<file path="src/rtl/syncounter_arbiter.sv">
// Round-robin arbiter sharing one up/down counter between two single-step requesters.
// Issues one strobe per grant, refuses steps that would wrap and flags a counter that fails to move.
module syncounter_arbiter #(
  parameter int unsigned WIDTH    = 4,
  parameter int unsigned HOLD_CYC = 1
) (
  input  logic             clk,
  input  logic             rst,
  input  logic             req0_valid,
  input  logic             req0_dir,
  output logic             req0_ready,
  output logic             req0_err,
  input  logic             req1_valid,
  input  logic             req1_dir,
  output logic             req1_ready,
  output logic             req1_err,
  input  logic [WIDTH-1:0] count,
  output logic             up,
  output logic             down,
  output logic             busy,
  output logic             grant_id,
  output logic             fault
);

  localparam logic [WIDTH-1:0] MAXV = '1;
  localparam int unsigned HW = (HOLD_CYC > 1) ? $clog2(HOLD_CYC) : 1;

  typedef enum logic [1:0] {IDLE, ISSUE, WAIT, ACK} state_t;

  state_t           state, state_nxt;
  logic             dir, dir_nxt;
  logic             err, err_nxt;
  logic             ptr, ptr_nxt;
  logic             id_nxt;
  logic             fault_nxt;
  logic [WIDTH-1:0] exp_q, exp_nxt;
  logic [HW-1:0]    hold, hold_nxt;
  logic             sel, sdir, refuse;

  always_comb begin
    state_nxt = state;
    dir_nxt   = dir;
    err_nxt   = err;
    ptr_nxt   = ptr;
    id_nxt    = grant_id;
    fault_nxt = fault;
    exp_nxt   = exp_q;
    hold_nxt  = hold;
    sel       = 1'b0;
    sdir      = 1'b0;
    refuse    = 1'b0;
    unique case (state)
      IDLE: begin
        if (req0_valid || req1_valid) begin
          // pointer only decides a contested grant; a lone requester always wins
          sel       = (req0_valid && req1_valid) ? ptr : req1_valid;
          sdir      = sel ? req1_dir : req0_dir;
          refuse    = sdir ? (count == MAXV) : (count == '0);
          id_nxt    = sel;
          dir_nxt   = sdir;
          ptr_nxt   = ~sel;
          exp_nxt   = sdir ? count + 1'b1 : count - 1'b1;
          err_nxt   = refuse;
          state_nxt = refuse ? ACK : ISSUE;
        end
      end
      ISSUE: begin
        hold_nxt  = HW'(HOLD_CYC - 1);
        state_nxt = WAIT;
      end
      WAIT: begin
        if (hold == '0) begin
          if (count != exp_q) fault_nxt = 1'b1;
          state_nxt = ACK;
        end else begin
          hold_nxt = hold - 1'b1;
        end
      end
      ACK: state_nxt = IDLE;
      default: state_nxt = IDLE;
    endcase
  end

  // Outputs are registered from the next-state values so they line up with the state they describe.
  always_ff @(posedge clk or negedge rst) begin
    if (!rst) begin
      state      <= IDLE;
      dir        <= 1'b0;
      err        <= 1'b0;
      ptr        <= 1'b0;
      exp_q      <= '0;
      hold       <= '0;
      grant_id   <= 1'b0;
      fault      <= 1'b0;
      up         <= 1'b0;
      down       <= 1'b0;
      busy       <= 1'b0;
      req0_ready <= 1'b0;
      req0_err   <= 1'b0;
      req1_ready <= 1'b0;
      req1_err   <= 1'b0;
    end else begin
      state      <= state_nxt;
      dir        <= dir_nxt;
      err        <= err_nxt;
      ptr        <= ptr_nxt;
      exp_q      <= exp_nxt;
      hold       <= hold_nxt;
      grant_id   <= id_nxt;
      fault      <= fault_nxt;
      up         <= (state_nxt == ISSUE) && dir_nxt;
      down       <= (state_nxt == ISSUE) && !dir_nxt;
      busy       <= (state_nxt != IDLE);
      req0_ready <= (state_nxt == ACK) && !id_nxt;
      req0_err   <= (state_nxt == ACK) && !id_nxt && err_nxt;
      req1_ready <= (state_nxt == ACK) && id_nxt;
      req1_err   <= (state_nxt == ACK) && id_nxt && err_nxt;
    end
  end

endmodule

</file>
<file path="config.mk">
export PLATFORM = sky130hd
export DESIGN_NAME = syncounter_arbiter
export DESIGN_NICKNAME = d
export VERILOG_FILES = /design/src/rtl/syncounter_arbiter.sv
export SDC_FILE = /design/constraint.sdc
export NUM_CORES = 1
export LEC_CHECK = 0
export CAP_MARGIN = 20
export CORE_MARGIN = 8
export CORE_UTILIZATION = 50
export CTS_CLUSTER_SIZE = 25
export DETAILED_ROUTE_END_ITERATION = 7
export PLACE_DENSITY = 0.83
export SLEW_MARGIN = 10
export SYNTH_ARGS = -nofsm -noshare
export SYNTH_HDL_FRONTEND = slang
export SYNTH_SLANG_ARGS = --single-unit
export TNS_END_PERCENT = 50
</file>
<file path="constraint.sdc">
create_clock -name clk -period 2.9 [get_ports clk]
set_input_delay 0.29 -clock clk [delete_from_list [all_inputs] [get_ports clk]]
set_output_delay 0.29 -clock clk [all_outputs]
set_load 0.05 [all_outputs]
</file>
Yosys cells after proc, flatten, opt, wreduce, memory -nomap -nowiden
Cells that the tools add are included.
{ "op_classes": {"bitwise": 2, "addsub": 3, "mux": 16, "reduce_logical": 16, "eq_ne": 7} }
{ "op_table": {"columns": ["cell", "count"], "rows": [
  ["$mux 1", 10],
  ["$pmux 2 s4", 1],
  ["$logic_and 1x1->1", 7],
  ["$eq 2x2->1 const B", 3],
  ["$mux 2", 3],
  ["$add 4x1->4 const B", 1],
  ["$eq 2x1->1 const B", 2],
  ["$eq 4x4->1 const B", 1],
  ["$logic_not 4->1", 1],
  ["$mux 4", 1],
  ["$ne 4x4->1", 1],
  ["$reduce_bool 2->1", 2],
  ["$sub 4x1->4 const B", 1],
  ["$reduce_and 3->1", 1],
  ["$logic_not 1->1", 2],
  ["$logic_not 2->1", 1],
  ["$not 1->1", 2],
  ["$pmux 1 s2", 1],
  ["$reduce_and 2->1", 1],
  ["$logic_or 1x1->1", 1],
  ["$sub 1x1->1 const B", 1]
]} }
{ "word_totals": {"word_cells": 59, "out_inout_bits": 9, "ff_bits": 19, "inputBits": 10} }

Logic depth before layout (Yosys ltp)
{ "logic_depth": {"ltp_word": 10, "depth_mapped": 9, "mapped_depth_nobuf": 8} }

Worst setup path before layout
No wires, ideal clock.
{ "synth_timing": {"path_type": "register -> register", "start": "register ptr", "end": "register exp_q[2]", "setup_ps": 69, "arrival_time_ps": 2104, "stages_incl_launch_ff": 9, "required_ps": 2831, "path_slack_ps": 727, "n_path_buf": 0, "period_less_slack_ps": 2173, "path_cell_list": "dfrtp_1 nand2b_4 and3_4 nor2_1 xor2_1 ha_1 or4_4 a211o_1 nand3_1"} }
{ "synth_between": {"elab_chain_len": 3} }
{ "synth_rtl": {"columns": ["element", "line", "text"], "rows": [
  ["start, declared", "33", "logic ptr, ptr_nxt;"],
  ["start signal, assigned", "106", "ptr <= ptr_nxt;"],
  ["$mux 1", "56", "sel = (req0_valid && req1_valid) ? ptr : req1_valid;"],
  ["$mux 1", "57", "sdir = sel ? req1_dir : req0_dir;"],
  ["$mux 4", "62", "exp_nxt = sdir ? count + 1'b1 : count - 1'b1;"],
  ["end signal, assigned", "107", "exp_q <= exp_nxt;"],
  ["end, declared", "36", "logic [WIDTH-1:0] exp_q, exp_nxt;"]
]} }
Every way passes these cells.
A chain may end at the register's enable or synchronous reset.

Final worst setup path
{ "layout_timing": {"start": "input port req0_valid", "end": "register exp_q[2]"} }
{ "layout_between": {"elab_chain_len": 4, "word_cells_on_any_way": 6, "cone_classes": "3 x mux; 3 x reduce/logical"} }
{ "layout_rtl": {"columns": ["element", "line", "text"], "rows": [
  ["start, declared", "9", "input logic req0_valid,"],
  ["$logic_and 1x1->1", "56", null],
  ["$mux 1", "56", null],
  ["$mux 1", "57", null],
  ["$mux 4", "62", null]
]} }
Several ways; a longest one is shown, not always the timed one.

==> impl_results.md <==
* First-pass GRT wire length at 3636 um
* Yosys reg bits at 18
* Syn Nets at 114
* HP Class: primary input to asynchronous set/reset pin
* Final wirelength at 2041 um
* Cts hold-fix bufs at 0
* Die area at 3605 um^2
* Least-Margin Pin Slew at 0.7871 ns
* Slew Viols, Final at 0
* Latest clock arrival within the worst-skew pair at 0.29 ns
* CP Cell Sequence: clkdlybuf4s50_1, nand2b_4, a21boi_2, nor2_1, xor2_1, ha_1, or4_4, a211o_1, nand3_1
* # setup viols final at 0
* P_leak at 0.5201 nW
* Routed Antenna Nets at 0
* Initial antenna violation count at 0
* Flip-flop count of the largest register after layout at 4
* Layout net count at 137
* Mapped Cells at 100
* CTS tree: built
* Cell family with most CP delay: simple AND/OR/NAND/NOR gates
* Mux cell area share after synthesis at 0%
* Total of max-cap violations at 0
* CTS root buffer: clkbuf_4
* R2R cell count at 8
* Area leader, netlist: dfrtp_1
* TritonRoute pass-1 iters at 5
* RSZ-0062 raised after global routing: false
* Post-Synthesis Cell Area at 969.7 um^2
* Reg area at 450.4 um^2
* Post-DR wirelength/cell at 13.70 um
* VDD IR max at 0.6261 mV
* Ant diodes at 0
* Crit-path slowest cell: clkdlybuf4s50_1
* CP Class: primary input to flop
* CP Buf/Inv Count at 1
* Switching pwr at 0.0005889 W
* Post-synth top area share at 46.45%
* Count of cell types in the netlist at 36
* Part of the power in registers at 31.5%
* Layout fillers at 164
* Post-DP HPWL at 1638 um
* Asr flop ratio synth at 100.0%
* Initial DRC count at 38
* Crit Path Max Fanout at 7
* Status: finished clean
* Clk sinks at 18
* CP peak stage delay at 0.64 ns
* Clock-pin slew on the worst setup and hold paths at 0.10 ns
* Vias at 827
* Comb power frac at 56.9%
* I/O Buffers at 18
* Synthesized-area fraction occupied by adder cells at 5.161%
* Compound-Gate Fraction of Synth Area at 15.61%
* Seq/Total Area, Yosys at 46.45%
* Most used DFF post-synth: dfrtp_1
* Top-count cell post-synth: dfrtp_1
* Post-Synth Simple-Gate Area at 24.65%
* Largest net degree at the start of global routing at 19
* CTS resizes at 0
* CP startpoint kind: primary input
* Reg with most FFs: exp_q
* Largest family of logic cells by synthesized area: simple AND/OR/NAND/NOR gates
* H-Tree Level Count at 1
* Critical Path AT at 2.61 ns
* Clock power frac at 11.5%
* Reg2Reg Launch Point: ptr
* Fin crit period at 2.382 ns
* Global Route Usage Sum at 13.12%
* Vias in the first global route at 817
* Reg2Reg Setup Slack at 0.70 ns
* Top cells by count, synth: 18 x dfrtp_1, 11 x nand2_1, 7 x nor2_1, 6 x a21oi_1, 5 x nand4_1
* Initial Utilization at 50.99%
* Detail-routed via count per cell at 5.550
* Share of cells above drive strength 1 at 9.836%
* Top Registers: exp_q (4), state (2)
* Skew final at 0.004923 ns
* Num CTS Buffers at 3
* Ports at 19
* Synth top area cells: dfrtp_1 46%, ha_1 5.2%, nand2_1 4.3%
* Multi-input gate area at 484.2 um^2
* Routability Congestion at 0.8385
* Pwr/cell area at 1067 nW/um^2
* RR Endpoint: exp_q[2]
* Post-route DRC violation count at 0
* Post-CTS Setup Bufs at 0
* Critical Path Sink Type: flop
* Sw Share at 45.17%
* Fin crit share at 82.13%
* Synthesized area per cell at 9.697 um^2
* Finished Layout Cells at 149
* Slew margin rel. at 47.36%
* Row count at 16
* Synth warn at 0
* XOR/XNOR share of the synthesized area at 4.516%
* Area growth from synthesis to layout at 26.06%
* Post-synth EDFFs at 0
* Fin. Hold Viols at 0
* Die width at 60.04 um
* Internal power at 0.0007148 W
* Setup TNS at 0 ns
* Bufs on Longest Clock Path at 2
* CP required at 3.13 ns
* Placed instance count at 145
* Fmax achieved at 419.8 MHz
* Total global routing overflow at 0
* Die span in y at 60.04 um
* Core Footprint at 1902 um^2
[routing by layer]
metal  global-route usage, %  vias up  share of wire (%)
met3                   1.935        2                5.3
met1                   16.71      388                 46
met5                       0        -                  0
met4                   6.122        0                1.5
li1                        -      409                  -
met2                   21.08       28                 47
[power groups by stage]
stage | clock [W] | sequential (W) | combinational [W]
floorplan | 0 | 0.000562 | 0.000375
global placement | 0 | 0.000412 | 0.000726
detailed placement | 0 | 0.000417 | 0.000739
CTS | 0.000153 | 0.000412 | 0.000744
global route | 0.000168 | 0.000423 | 0.000819
finish | 0.000150 | 0.000411 | 0.000742
[worst max-delay path by stage]
stage	start	endpoint	slack (ns)	depth (start not counted)
floorplan	ptr	exp_q[2]	0.73	8
global placement	req0_valid	exp_q[2]	0.36	9
detailed placement	req0_valid	exp_q[2]	0.25	9
CTS	req0_valid	exp_q[2]	0.54	9
global route	req0_valid	exp_q[2]	0.39	9
finish	req0_valid	exp_q[2]	0.52	9
[placed cells by master (no fill, tap or decap), drive strengths merged]
master and count:
clkdlybuf4s50 18, or3 1, o22ai 1, dfrtp 18, nor3b 1, a211oi 1
nand3 3, a31oi 3, and3 4, nor4b 1, xnor2 4, o21ai 5
nor3 4, ha 4, o32ai 1, inv 4, nor2 7, a21oi 6
a32o 1, nand2b 2, o31ai 1, a21o 1, nand2 11, or4 1
nor2b 2, buf 3, a21boi 1, a211o 1, xor2 1, clkbuf 4
nand4b 1, nand4 5, a21bo 1
[metrics by stage]
stage	total power (W)	hold slack, ns	util, %	area (um^2)	worst slack [ns]
2_1_floorplan	0.0009370	-0.005591	-	969.7	0.7272
3_3_place_gp	0.001138	0.4411	62.37	1186	0.3556
3_5_place_dp	0.001156	0.4467	62.37	1186	0.2456
4_1_cts	0.001309	0.4733	64.28	1222	0.5362
5_1_grt	0.001409	0.4972	64.28	1222	0.3879
6_report	0.001304	0.4517	64.28	1222	0.5181
[cells by family (layout without fill, tap and decap cells)]
family	Yosys count	after routing
XOR/XNOR	5	5
AND/OR/NAND/NOR	43	43
buffers and inverters	7	29
flip-flops	18	18
adder cells (fa/ha/maj)	4	4
AO/OA/AOI/OAI	23	23
[layout make-up]
type,count,area share [%]
multi-input cells,75,39.61
flip-flops and latches,18,36.85
repair buffers,21,16.58
clock buffers,4,2.968
well taps,27,2.764
inverters,4,1.228
No activity file was read; power rests on OpenSTA's default activity.
